**src/rtl/systolic_pkg.sv**
```systemverilog
// Shared types and the per-PE semiring fold for the systolic row.
// The fold works on fixed wide operands; callers zero-extend in and truncate out.
package systolic_pkg;

  typedef logic [1:0] mode_t;

  localparam mode_t MODE_WRAP = 2'd0;
  localparam mode_t MODE_SAT  = 2'd1;
  localparam mode_t MODE_TROP = 2'd2;
  localparam mode_t MODE_BOOL = 2'd3;

  // Wide enough for AW <= 63 and DW <= 32.
  localparam int FOLD_W = 64;
  localparam int OPND_W = 32;

  typedef struct packed {
    logic [FOLD_W-1:0] acc;
    logic              ovf;
  } fold_t;

  function automatic fold_t pe_fold(input mode_t             mode,
                                    input logic [FOLD_W-1:0] acc,
                                    input logic [OPND_W-1:0] a,
                                    input logic [OPND_W-1:0] b,
                                    input int                aw);
    fold_t             r;
    logic [FOLD_W-1:0] mask;
    logic [FOLD_W-1:0] p;
    logic [FOLD_W-1:0] pc;
    logic [FOLD_W-1:0] s;
    logic [FOLD_W:0]   sum;
    mask  = (FOLD_W'(1) << aw) - FOLD_W'(1);
    p     = FOLD_W'(a) * FOLD_W'(b);
    pc    = (p > mask) ? mask : p;
    s     = FOLD_W'(a) + FOLD_W'(b);
    r.acc = acc;
    r.ovf = 1'b0;
    sum   = '0;
    case (mode)
      MODE_WRAP: begin
        sum   = {1'b0, acc} + {1'b0, p};
        r.acc = sum[FOLD_W-1:0] & mask;
        r.ovf = (sum > {1'b0, mask});
      end
      MODE_SAT: begin
        sum   = {1'b0, acc} + {1'b0, pc};
        r.acc = (sum > {1'b0, mask}) ? mask : sum[FOLD_W-1:0];
        r.ovf = (p > mask) || (sum > {1'b0, mask});
      end
      MODE_TROP: r.acc = (s > acc) ? s : acc;
      MODE_BOOL: r.acc = acc | FOLD_W'(a & b);
    endcase
    return r;
  endfunction

endpackage

```
**src/rtl/systolic_row_if.sv**
```systemverilog
// Stream-in / result-out handshake bundle for systolic_row.
// With SYSTOLIC_ROW_OVF_FLAG_EN defined, carries the per-lane sticky ovf flags.
interface systolic_row_if #(
  parameter int N  = 8,
  parameter int DW = 8,
  parameter int AW = 16
);
  import systolic_pkg::*;

  mode_t           mode;
  logic            in_valid;
  logic            in_ready;
  logic            in_last;
  logic [DW-1:0]   a_in;
  logic [N*DW-1:0] b_in;
  logic            out_valid;
  logic            out_ready;
  logic [N*AW-1:0] out_data;
  logic            busy;
`ifdef SYSTOLIC_ROW_OVF_FLAG_EN
  logic [N-1:0]    ovf;

  modport master (output mode, in_valid, in_last, a_in, b_in, out_ready,
                  input  in_ready, out_valid, out_data, busy, ovf);
  modport slave  (input  mode, in_valid, in_last, a_in, b_in, out_ready,
                  output in_ready, out_valid, out_data, busy, ovf);
`else
  modport master (output mode, in_valid, in_last, a_in, b_in, out_ready,
                  input  in_ready, out_valid, out_data, busy);
  modport slave  (input  mode, in_valid, in_last, a_in, b_in, out_ready,
                  output in_ready, out_valid, out_data, busy);
`endif

endinterface

```
**src/rtl/systolic_pe.sv**
```systemverilog
// One processing element: forwards a/valid by one stage and folds a*b into its accumulator.
// SYSTOLIC_ROW_OVF_FLAG_EN adds a sticky per-PE overflow flag.
module systolic_pe
  import systolic_pkg::*;
#(
  parameter int DW = 8,
  parameter int AW = 16
) (
  input  logic          clk,
  input  logic          reset,
  input  logic          clr,
  input  mode_t         mode,
  input  logic          v_in,
  input  logic [DW-1:0] a_in,
  input  logic [DW-1:0] b_in,
  output logic          v_out,
  output logic [DW-1:0] a_out,
  output logic [AW-1:0] acc
`ifdef SYSTOLIC_ROW_OVF_FLAG_EN
  ,
  output logic          ovf
`endif
);

  fold_t nxt;
  logic  unused_fold;

  assign nxt = pe_fold(mode, FOLD_W'(acc), OPND_W'(a_in), OPND_W'(b_in), AW);

  // NOTE: sequential state uses non-blocking (<=) so every register samples pre-edge values.
  always_ff @(posedge clk) begin
    if (reset) begin
      v_out <= 1'b0;
      a_out <= '0;
      acc   <= '0;
    end else begin
      v_out <= v_in;
      a_out <= a_in;
      if (clr)       acc <= '0;
      else if (v_in) acc <= nxt.acc[AW-1:0];
    end
  end

`ifdef SYSTOLIC_ROW_OVF_FLAG_EN
  always_ff @(posedge clk) begin
    if (reset || clr)        ovf <= 1'b0;
    else if (v_in && nxt.ovf) ovf <= 1'b1;
  end

  assign unused_fold = ^nxt.acc[FOLD_W-1:AW];
`else
  assign unused_fold = ^{nxt.acc[FOLD_W-1:AW], nxt.ovf};
`endif

endmodule

```
**src/rtl/systolic_row.sv**
```systemverilog
// 1-D systolic row: a streams PE to PE, lane i's b is skewed i cycles to meet it.
// Optional SYSTOLIC_ROW_OVF_FLAG_EN exposes per-lane sticky overflow flags.
module systolic_row
  import systolic_pkg::*;
#(
  parameter int N  = 8,
  parameter int DW = 8,
  parameter int AW = 16
) (
  input  logic clk,
  input  logic reset,
  systolic_row_if.slave bus
);

  logic          accept;
  logic          accept_last;
  logic          fold_last;
  logic          res_accept;
  logic          active;
  logic          last_seen;
  logic          out_valid_q;
  mode_t         mode_q;
  mode_t         pe0_mode;
  logic          v_link [N+1];
  logic [DW-1:0] a_link [N+1];
  logic [AW-1:0] acc_arr [N];
  logic          unused_tail;
`ifdef SYSTOLIC_ROW_OVF_FLAG_EN
  logic          ovf_arr [N];
`endif

  assign bus.in_ready  = !out_valid_q && !last_seen;
  assign accept        = bus.in_valid && bus.in_ready;
  assign accept_last   = accept && bus.in_last;
  assign res_accept    = out_valid_q && bus.out_ready;
  assign bus.out_valid = out_valid_q;
  assign bus.busy      = active;

  // PE0 folds the first beat in the same cycle the mode is latched.
  assign pe0_mode  = active ? mode_q : bus.mode;
  assign v_link[0] = accept;
  assign a_link[0] = bus.a_in;
  assign unused_tail = v_link[N] ^ (^a_link[N]);

  // The last token reaches PE N-1 in the cycle it folds the final beat.
  if (N == 1) begin : g_last_direct
    assign fold_last = accept_last;
  end else begin : g_last_pipe
    logic [N-2:0] last_q;
    always_ff @(posedge clk) begin
      if (reset) begin
        last_q <= '0;
      end else begin
        last_q[0] <= accept_last;
        for (int k = 1; k < N - 1; k++) last_q[k] <= last_q[k-1];
      end
    end
    assign fold_last = last_q[N-2];
  end

  always_ff @(posedge clk) begin
    if (reset) begin
      mode_q      <= MODE_WRAP;
      active      <= 1'b0;
      last_seen   <= 1'b0;
      out_valid_q <= 1'b0;
    end else begin
      if (accept && !active) mode_q <= bus.mode;
      if (res_accept) begin
        active      <= 1'b0;
        last_seen   <= 1'b0;
        out_valid_q <= 1'b0;
      end else begin
        if (accept)      active      <= 1'b1;
        if (accept_last) last_seen   <= 1'b1;
        if (fold_last)   out_valid_q <= 1'b1;
      end
    end
  end

  for (genvar i = 0; i < N; i++) begin : g_lane
    logic [DW-1:0] b_lane;

    if (i == 0) begin : g_noskew
      assign b_lane = bus.b_in[0 +: DW];
    end else begin : g_skew
      logic [DW-1:0] sk [i];
      // NOTE: skew stages are reset too, so a reset mid-vector cannot leak stale operands.
      always_ff @(posedge clk) begin
        if (reset) begin
          for (int k = 0; k < i; k++) sk[k] <= '0;
        end else begin
          sk[0] <= bus.b_in[i*DW +: DW];
          for (int k = 1; k < i; k++) sk[k] <= sk[k-1];
        end
      end
      assign b_lane = sk[i-1];
    end

    systolic_pe #(.DW(DW), .AW(AW)) u_pe (
      .clk   (clk),
      .reset (reset),
      .clr   (res_accept),
      .mode  ((i == 0) ? pe0_mode : mode_q),
      .v_in  (v_link[i]),
      .a_in  (a_link[i]),
      .b_in  (b_lane),
      .v_out (v_link[i+1]),
      .a_out (a_link[i+1]),
      .acc   (acc_arr[i])
`ifdef SYSTOLIC_ROW_OVF_FLAG_EN
      ,
      .ovf   (ovf_arr[i])
`endif
    );
  end

  // NOTE: default every always_comb output first so no latch is inferred.
  always_comb begin
    bus.out_data = '0;
    for (int i = 0; i < N; i++) bus.out_data[i*AW +: AW] = acc_arr[i];
  end

`ifdef SYSTOLIC_ROW_OVF_FLAG_EN
  always_comb begin
    bus.ovf = '0;
    for (int i = 0; i < N; i++) bus.ovf[i] = ovf_arr[i];
  end
`endif

endmodule
```
**src/flat_wrapper.sv**
```systemverilog
// flat-port wrapper written by rule: the top's interface ports become plain ports
module systolic_row_flat import systolic_pkg::*;
#(
  parameter int N  = 8,
  parameter int DW = 8,
  parameter int AW = 16
)
  (clk, reset, bus_mode, bus_in_valid, bus_in_last, bus_a_in, bus_b_in, bus_out_ready, bus_in_ready, bus_out_valid, bus_out_data, bus_busy);
  systolic_row_if #(.N(N), .DW(DW), .AW(AW)) bus_i ();
  input  logic clk;
  input  logic reset;
  input wire logic [$bits(bus_i.mode)-1:0] bus_mode;
  input wire logic [$bits(bus_i.in_valid)-1:0] bus_in_valid;
  input wire logic [$bits(bus_i.in_last)-1:0] bus_in_last;
  input wire logic [$bits(bus_i.a_in)-1:0] bus_a_in;
  input wire logic [$bits(bus_i.b_in)-1:0] bus_b_in;
  input wire logic [$bits(bus_i.out_ready)-1:0] bus_out_ready;
  output wire logic [$bits(bus_i.in_ready)-1:0] bus_in_ready;
  output wire logic [$bits(bus_i.out_valid)-1:0] bus_out_valid;
  output wire logic [$bits(bus_i.out_data)-1:0] bus_out_data;
  output wire logic [$bits(bus_i.busy)-1:0] bus_busy;
  assign bus_i.mode = bus_mode;
  assign bus_i.in_valid = bus_in_valid;
  assign bus_i.in_last = bus_in_last;
  assign bus_i.a_in = bus_a_in;
  assign bus_i.b_in = bus_b_in;
  assign bus_i.out_ready = bus_out_ready;
  assign bus_in_ready = bus_i.in_ready;
  assign bus_out_valid = bus_i.out_valid;
  assign bus_out_data = bus_i.out_data;
  assign bus_busy = bus_i.busy;
  systolic_row #(.N(N), .DW(DW), .AW(AW)) u_core (.clk(clk), .reset(reset), .bus(bus_i));
endmodule
```
**config.mk**
```make
export PLATFORM = sky130hd
export DESIGN_NAME = systolic_row_flat
export DESIGN_NICKNAME = d
export VERILOG_FILES = /design/src/rtl/systolic_pkg.sv /design/src/rtl/systolic_row_if.sv /design/src/rtl/systolic_pe.sv /design/src/rtl/systolic_row.sv /design/src/flat_wrapper.sv
export SDC_FILE = /design/constraint.sdc
export NUM_CORES = 2
export LEC_CHECK = 0
export BUFFER_PORTS_ARGS = -buffer_cell sky130_fd_sc_hd__buf_2
export CORE_ASPECT_RATIO = 0.7
export CORE_MARGIN = 8
export CORE_UTILIZATION = 38
export DETAILED_ROUTE_END_ITERATION = 6
export GPL_ROUTABILITY_DRIVEN = 0
export PLACE_DENSITY = 0.51
export SLEW_MARGIN = 20
export SYNTH_ARGS = -nofsm -noshare
export SYNTH_HDL_FRONTEND = slang
export SYNTH_SLANG_ARGS = --single-unit
```
**constraint.sdc**
```tcl
create_clock -name clk -period 6.8 [get_ports clk]
set_input_delay 0.68 -clock clk [delete_from_list [all_inputs] [get_ports clk]]
set_output_delay 0.68 -clock clk [all_outputs]
set_load 0.005 [all_outputs]
```
=== Word level (Yosys, flattened, before mapping) ===
Memories as Yosys holds them, arrays and structs flattened.
Cells that the tools add are included.

* RAM bits: 224
* Bits in registers: 203
* Logic and storage cells: 208
* Memories: 7
* Output and inout bits: 131

{| class="wikitable"
|+ Memory list
! memory !! depth !! width !! rd ports !! clocked after Yosys merged registers in !! wr ports !! RTL line !! text
|-
| u_core.g_lane[7].g_skew.sk || 7 || 8 || 7 || 0 || 7 || systolic_row.sv:87 || <nowiki>logic [DW-1:0] sk [i];</nowiki>
|-
| u_core.g_lane[6].g_skew.sk || 6 || 8 || 6 || 0 || 6 || systolic_row.sv:87 ||
|-
| u_core.g_lane[5].g_skew.sk || 5 || 8 || 5 || 0 || 5 || systolic_row.sv:87 ||
|-
| u_core.g_lane[4].g_skew.sk || 4 || 8 || 4 || 0 || 4 || systolic_row.sv:87 ||
|-
| u_core.g_lane[3].g_skew.sk || 3 || 8 || 3 || 0 || 3 || systolic_row.sv:87 ||
|-
| u_core.g_lane[2].g_skew.sk || 2 || 8 || 2 || 0 || 2 || systolic_row.sv:87 ||
|-
| +1 memories || - || - || - || - || - || - ||
|}

* Mux-type cells: 57
* Multipliers: 8
* $lt $le $gt $ge: 16
* Add/subtract/negate cells: 16
* Equality and inequality tests: 14
* Bitwise logic cells: 43
* Reductions and logical operators: 20

{| class="wikitable"
|+ Operators with widths
! kind !! count
|-
| $pmux W16 S4 || 8
|-
| $mux W16 || 16
|-
| $mux W8 || 28
|-
| $add A16 B16 Y17 || 8
|-
| $gt A17 B16 Y1 const B || 8
|-
| $gt A9 B16 Y1 || 8
|-
| $mul A8 B8 Y16 || 8
|-
| $or A16 B8 Y16 || 8
|-
| $add A8 B8 Y9 || 8
|-
| $and A8 B8 Y8 || 8
|-
| $or A1 B1 Y1 || 27
|-
| $ne A2 B2 Y1 const B || 8
|-
| $reduce_and A2 Y1 || 8
|-
| $eq A2 B2 Y1 const B || 4
|-
| $reduce_or A8 Y1 || 1
|-
| $logic_and A1 B1 Y1 || 5
|-
| $eq A2 B1 Y1 const B || 2
|-
| $logic_not A2 Y1 || 2
|-
| $mux W1 || 4
|-
| $logic_not A1 Y1 || 3
|-
| $mux W2 || 1
|-
| $reduce_or A2 Y1 || 1
|}

=== Depth between registers and ports, before layout ===
An unclocked memory read counts as a cell.

* Depth in word-level cells: 6
* Gate-level depth with buffers: 18
* Gate-level depth less buffers: 18

=== Cells and area by module ===
A second synthesis with hierarchy kept.

* Cell total of the unflattened synthesis: 4,641
* Area, all modules: 41,063.1 µm²

{| class="wikitable"
|+ Modules (own cells, without submodules)
! module !! area each (µm²) !! cells an instance !! times used
|-
| systolic_pe (u_core.g_lane[0].u_pe ...) || 4,372.9 || 518 || 5
|-
| systolic_row || 6,454.9 || 510 || 1
|-
| systolic_pe (u_core.g_lane[5].u_pe) || 4,291.6 || 510 || 1
|-
| systolic_pe (u_core.g_lane[6].u_pe) || 4,241.6 || 521 || 1
|-
| systolic_pe (u_core.g_lane[7].u_pe) || 4,210.3 || 510 || 1
|}

=== Worst setup path after synthesis ===
No wires, ideal clock.

* Kind: input-to-reg
* Start point: input port bus_b_in[4]
* End point: register u_core.g_lane[0].u_pe.acc[13]
* Library setup time: 0.124 ns
* Buffers on the path: 1
* Setup slack: 1.831 ns
* Data required time: 6.676 ns
* Arrival time: 4.845 ns
* Stages: 18
* Path through: ha_1 -> inv_1 -> fa_1 -> inv_1 -> fa_1 -> fa_1 -> inv_1 -> fa_1 -> inv_1 -> ha_1 -> o211ai_1 -> nand2_1 -> o2111ai_1 -> o311ai_2 -> mux2i_1 -> and2_0 -> clkbuf_1 -> a21oi_1

* Cells in the longest elaborated chain, start to end: 5
* Elaborated cells between the ends (all ways): 9
* Classes of those cells: add/sub (2); mul (1); order compare (2); eq/ne (1); mux (2); reduce/logical (1)

{| class="wikitable"
|+ RTL lines
! item !! RTL line !! text
|-
| from (decl) || flat_wrapper.sv:16 || <nowiki>input wire logic [$bits(bus_i.b_in)-1:0] bus_b_in;</nowiki>
|-
| $mul A8 B8 Y16 || systolic_pkg.sv:33 || <nowiki>p = FOLD_W'(a) * FOLD_W'(b);</nowiki>
|-
| $add A16 B16 Y17 || systolic_pkg.sv:46 || <nowiki>sum = {1'b0, acc} + {1'b0, pc};</nowiki>
|-
| $gt A17 B16 Y1 || - ||
|-
| $mux W16 || systolic_pkg.sv:47 || <nowiki>r.acc = (sum > {1'b0, mask}) ? mask : sum[FOLD_W-1:0];</nowiki>
|-
| $pmux W16 S4 || systolic_pkg.sv:39 || <nowiki>case (mode)</nowiki>
|-
| to (signal assigned) || systolic_pe.sv:40 || <nowiki>else if (v_in) acc <= nxt.acc[AW-1:0];</nowiki>
|-
| to (decl) || systolic_pe.sv:18 || <nowiki>output logic [AW-1:0] acc</nowiki>
|}

Parallel ways exist; a longest one is shown, timed or not.
A chain may end at the register's enable or synchronous reset.

=== Worst setup path in the final report ===
* Start point: register u_core.g_lane[1].u_pe.a_out[5]
* End point: register u_core.g_lane[2].u_pe.acc[11]

* Cells in the longest elaborated chain, start to end: 5
* Elaborated cells between the ends (all ways): 9
* Classes of those cells: add/sub (2); mul (1); order compare (2); eq/ne (1); mux (2); reduce/logical (1)

{| class="wikitable"
|+ RTL lines
! item !! RTL line !! text
|-
| from (decl) || systolic_pe.sv:17 || <nowiki>output logic [DW-1:0] a_out,</nowiki>
|-
| from (signal assigned) || systolic_pe.sv:38 || <nowiki>a_out <= a_in;</nowiki>
|-
| $mul A8 B8 Y16 || systolic_pkg.sv:33 ||
|-
| $add A16 B16 Y17 || systolic_pkg.sv:46 ||
|-
| $gt A17 B16 Y1 || - ||
|-
| $mux W16 || systolic_pkg.sv:47 ||
|-
| $pmux W16 S4 || systolic_pkg.sv:39 ||
|-
| to (signal assigned) || systolic_pe.sv:40 ||
|-
| to (decl) || systolic_pe.sv:18 ||
|}

Parallel ways exist; a longest one is shown, timed or not.

==> impl_metrics.sql <==
INSERT INTO impl_metrics (metric_group, metric, value, unit) VALUES
('global_route', 'grt_pass1_vias', '30350', ''),
('floorplan', 'die_w', '399', 'um'),
('sta', 'clock-skew-final', '13.7', 'ps'),
('synthesis', 'synth.ff_latch_count', '427', ''),
('route', 'drcViolationCount', '0', ''),
('route', 'avgViaCountPerCell', '5.03', ''),
('sta', 'rsz0062_at_grt', 'false', ''),
('global_route', 'number_of_antenna_violations_at_the_first_check_in_global_routing', '4', ''),
('clocking', 'latest_clock_arrival_within_the_worst_skew_pair', '620', 'ps'),
('run', 'maxCapViolCount', '0', ''),
('clocking', 'clkSinkCount', '427', ''),
('route', 'met3_length', '8200', 'um'),
('status', 'outcome', 'finished clean', ''),
('synthesis', 'synth.yosys.seq_area_share', '0.219', ''),
('worst_setup_path', 'timing_worst_setup_path_type', 'reg -> reg', ''),
('route', 'detailroute.via_count', '30212', ''),
('layout', 'n_antenna_cell', '0', ''),
('route', 'drt-total-wl', '117000', 'um'),
('floorplan', 'fp.dieArea', '113000', 'um2'),
('synthesis', 'synth_fp_nets', '5365', ''),
('layout', 'filler_cell_count', '10357', ''),
('worst_setup_path', 'critPathLaunchType', 'flop', ''),
('placement', 'port-buffer-count', '209', ''),
('layout', 'final_cells', '6004', ''),
('synthesis', 'synth_top_cells_by_count', 'inv_1, ha_1, dfxtp_1', ''),
('sta', 'layout_worst_path_cycle_share', '0.863', ''),
('synthesis', 'synth_top_flop_cell', 'dfxtp_1', ''),
('clocking', 'htree_levels', '2', ''),
('layout', 'final_layout_size_suffix_gt1_frac', '0.0795', ''),
('hold_path', 'timing.hold.worst.class', 'in -> reg', ''),
('floorplan', 'die_h', '284', 'um'),
('route', 'highest-signal-layer', 'met4', ''),
('synthesis', 'syn_inst', '4438', ''),
('floorplan', 'core_area', '102000', 'um2'),
('floorplan', 'initial_utilization', '0.383', ''),
('synthesis', 'post-synth-top-area-cell', 'dfxtp_1', ''),
('sta', 'timing.hold.ws', '256', 'ps'),
('worst_setup_path', 'rr_worst_depth', '14', ''),
('power_and_ir_drop', 'leakagePower', '21.6', 'nW'),
('route', 'wl_per_cell', '19.5', 'um'),
('global_route', 'grt.total_usage', '0.206', ''),
('synthesis', 'synth-warning-count', '0', ''),
('power_and_ir_drop', 'report.power.total', '0.00808', 'W'),
('clocking', 'cts_buffers', '50', ''),
('synthesis', 'synth.lib_cells_used.distinct', '77', ''),
('sta', 'slew_headroom', '0.316', ''),
('synthesis', 'yosys.area.top_type_share', '0.219', ''),
('sta', 'slew_viol_final', '0', ''),
('synthesis', 'synth_edf_count', '0', ''),
('sta', 'setup_total_negative_slack', '0', 'ps'),
('clocking', 'cts_tree', 'built', ''),
('sta', 'transition_time_at_the_pin_with_the_least_slew_margin', '1010', 'ps'),
('synthesis', 'synth_area_leaders', 'dfxtp_1, fa_1, ha_1', ''),
('clocking', 'number_of_instances_resized_during_post_cts_repair', '0', ''),
('clocking', 'cts_root_buf', 'clkbuf_16', ''),
('synthesis', 'syn-mean-instance-area', '8.80', 'um2'),
('sta', 'fmaxAchievable', '170', 'MHz'),
('clocking', 'post-cts-setup-buffer-count', '0', ''),
('route', 'antenna_violating_nets_post_route', '0', ''),
('worst_setup_path', 'crit_fanout', '10', ''),
('worst_setup_path', 'setup.worst_path.end_class', 'flop', ''),
('floorplan', 'num_rows', '98', ''),
('global_route', 'grt_max_degree', '186', ''),
('synthesis', 'async_set_or_reset_register_ratio_after_synthesis', '0', ''),
('route', 'drtPass1Iterations', '6', ''),
('hold_path', 'hold-path-cell-count', '2', ''),
('clocking', 'cts_buffer_depth', '3', ''),
('worst_setup_path', 'worst_path_required', '7350', 'ps'),
('sta', 'period_needed', '5870', 'ps'),
('route', 'initialDrtViolationCount', '2132', ''),
('global_route', 'global_route.overflow_total', '0', '');
==> registers in the layout (all words and copies together), names as in the netlist <==
name,cells
u_core.g_lane.u_pe.a_out,56
u_core.mode_q,2
u_core.g_last_pipe.last_q,7
u_core.g_lane.u_pe.v_out,7
u_core.g_lane.g_skew.sk,224
u_core.bus.out_valid,1
u_core.last_seen,1
u_core.bus.busy,1
u_core.g_lane.u_pe.acc,128
==> area by class of cell <==
| type | instances | area (um2) | area share |
|---|---|---|---|
| tap | 1350 | 1690 | 0.0390 |
| multi-input combinational | 3043 | 26900 | 0.620 |
| sequential | 427 | 8560 | 0.197 |
| clock buffer | 65 | 1370 | 0.0316 |
| clock inverter | 27 | 400 | 0.00924 |
| inverter | 860 | 3230 | 0.0745 |
| timing repair buffer | 232 | 1240 | 0.0286 |
==> stage by stage <==
stage          area, um2  setup WS (ps)  utilization
3_3_place_gp       41600           1060        0.407
2_1_floorplan      39000           1830            -
3_5_place_dp       41600           1010        0.407
4_1_cts            43300            975        0.425
6_report           43300            931        0.425
5_1_grt            43300            555        0.425
==> cell families after synthesis <==
group	after synthesis	share of synthesized area
simple gates	1258	0.168
buf+inv	968	0.0937
fa+ha+maj	848	0.352
compound gates	802	0.137
flops	427	0.219
xor+xnor	114	0.0256
mux	21	0.00561
==> critical path, stage by stage, from the launching register on <==
cell and delay [ps]:
dfxtp_1 600, ha_1 430, fa_1 500, fa_1 510, fa_1 540, inv_1 50
fa_1 520, inv_1 40, ha_1 350, o21ai_0 250, a21oi_1 100, o311ai_1 810
nand2_1 610, a21boi_0 280, a21oi_1 170
==> worst paths after layout <==
| check | from | endpoint | slack [ps] |
|---|---|---|---|
| max reg2reg | u_core.g_lane[1].u_pe.a_out[5]$_SDFF_PP0_ | u_core.g_lane[2].u_pe.acc[11]$_SDFFE_PP0P_ | 930 |
| max | u_core.g_lane[1].u_pe.a_out[5]$_SDFF_PP0_ | u_core.g_lane[2].u_pe.acc[11]$_SDFFE_PP0P_ | 930 |
| min | bus_b_in[46] | u_core.g_lane[5].g_skew.sk[0][6]$_SDFF_PP0_ | 260 |
| min reg2reg | u_core.g_lane[2].g_skew.sk[0][4]$_SDFF_PP0_ | u_core.g_lane[2].g_skew.sk[0][12]$_SDFF_PP0_ | 420 |
==> metal layers <==
layer,vias to the layer above,track usage
met2,801,0.289
met3,114,0.0417
li1,14751,-
met4,0,0.0410
met1,14546,0.321
met5,-,0
==> report_power, final <==
group	internal, W	total [W]	switching (W)
Clock	0.00174	0.00293	0.00119
Sequential	0.00261	0.00278	0.000168
Combinational	0.000953	0.00237	0.00142
==> layout by cell type (no fill, tap or decap), types with 55 or more instances in the layout <==
cell	n
ha_1	432
fa_1	416
nor2b_1	310
a21o_1	61
dfxtp_1	425
and2_1	248
buf_2	208
nand2_1	345
inv_1	858
o21ai_0	186
a21oi_1	179
nor2_1	160
xnor2_1	67
a211oi_1	55
No activity file was read; power rests on OpenSTA's default activity.
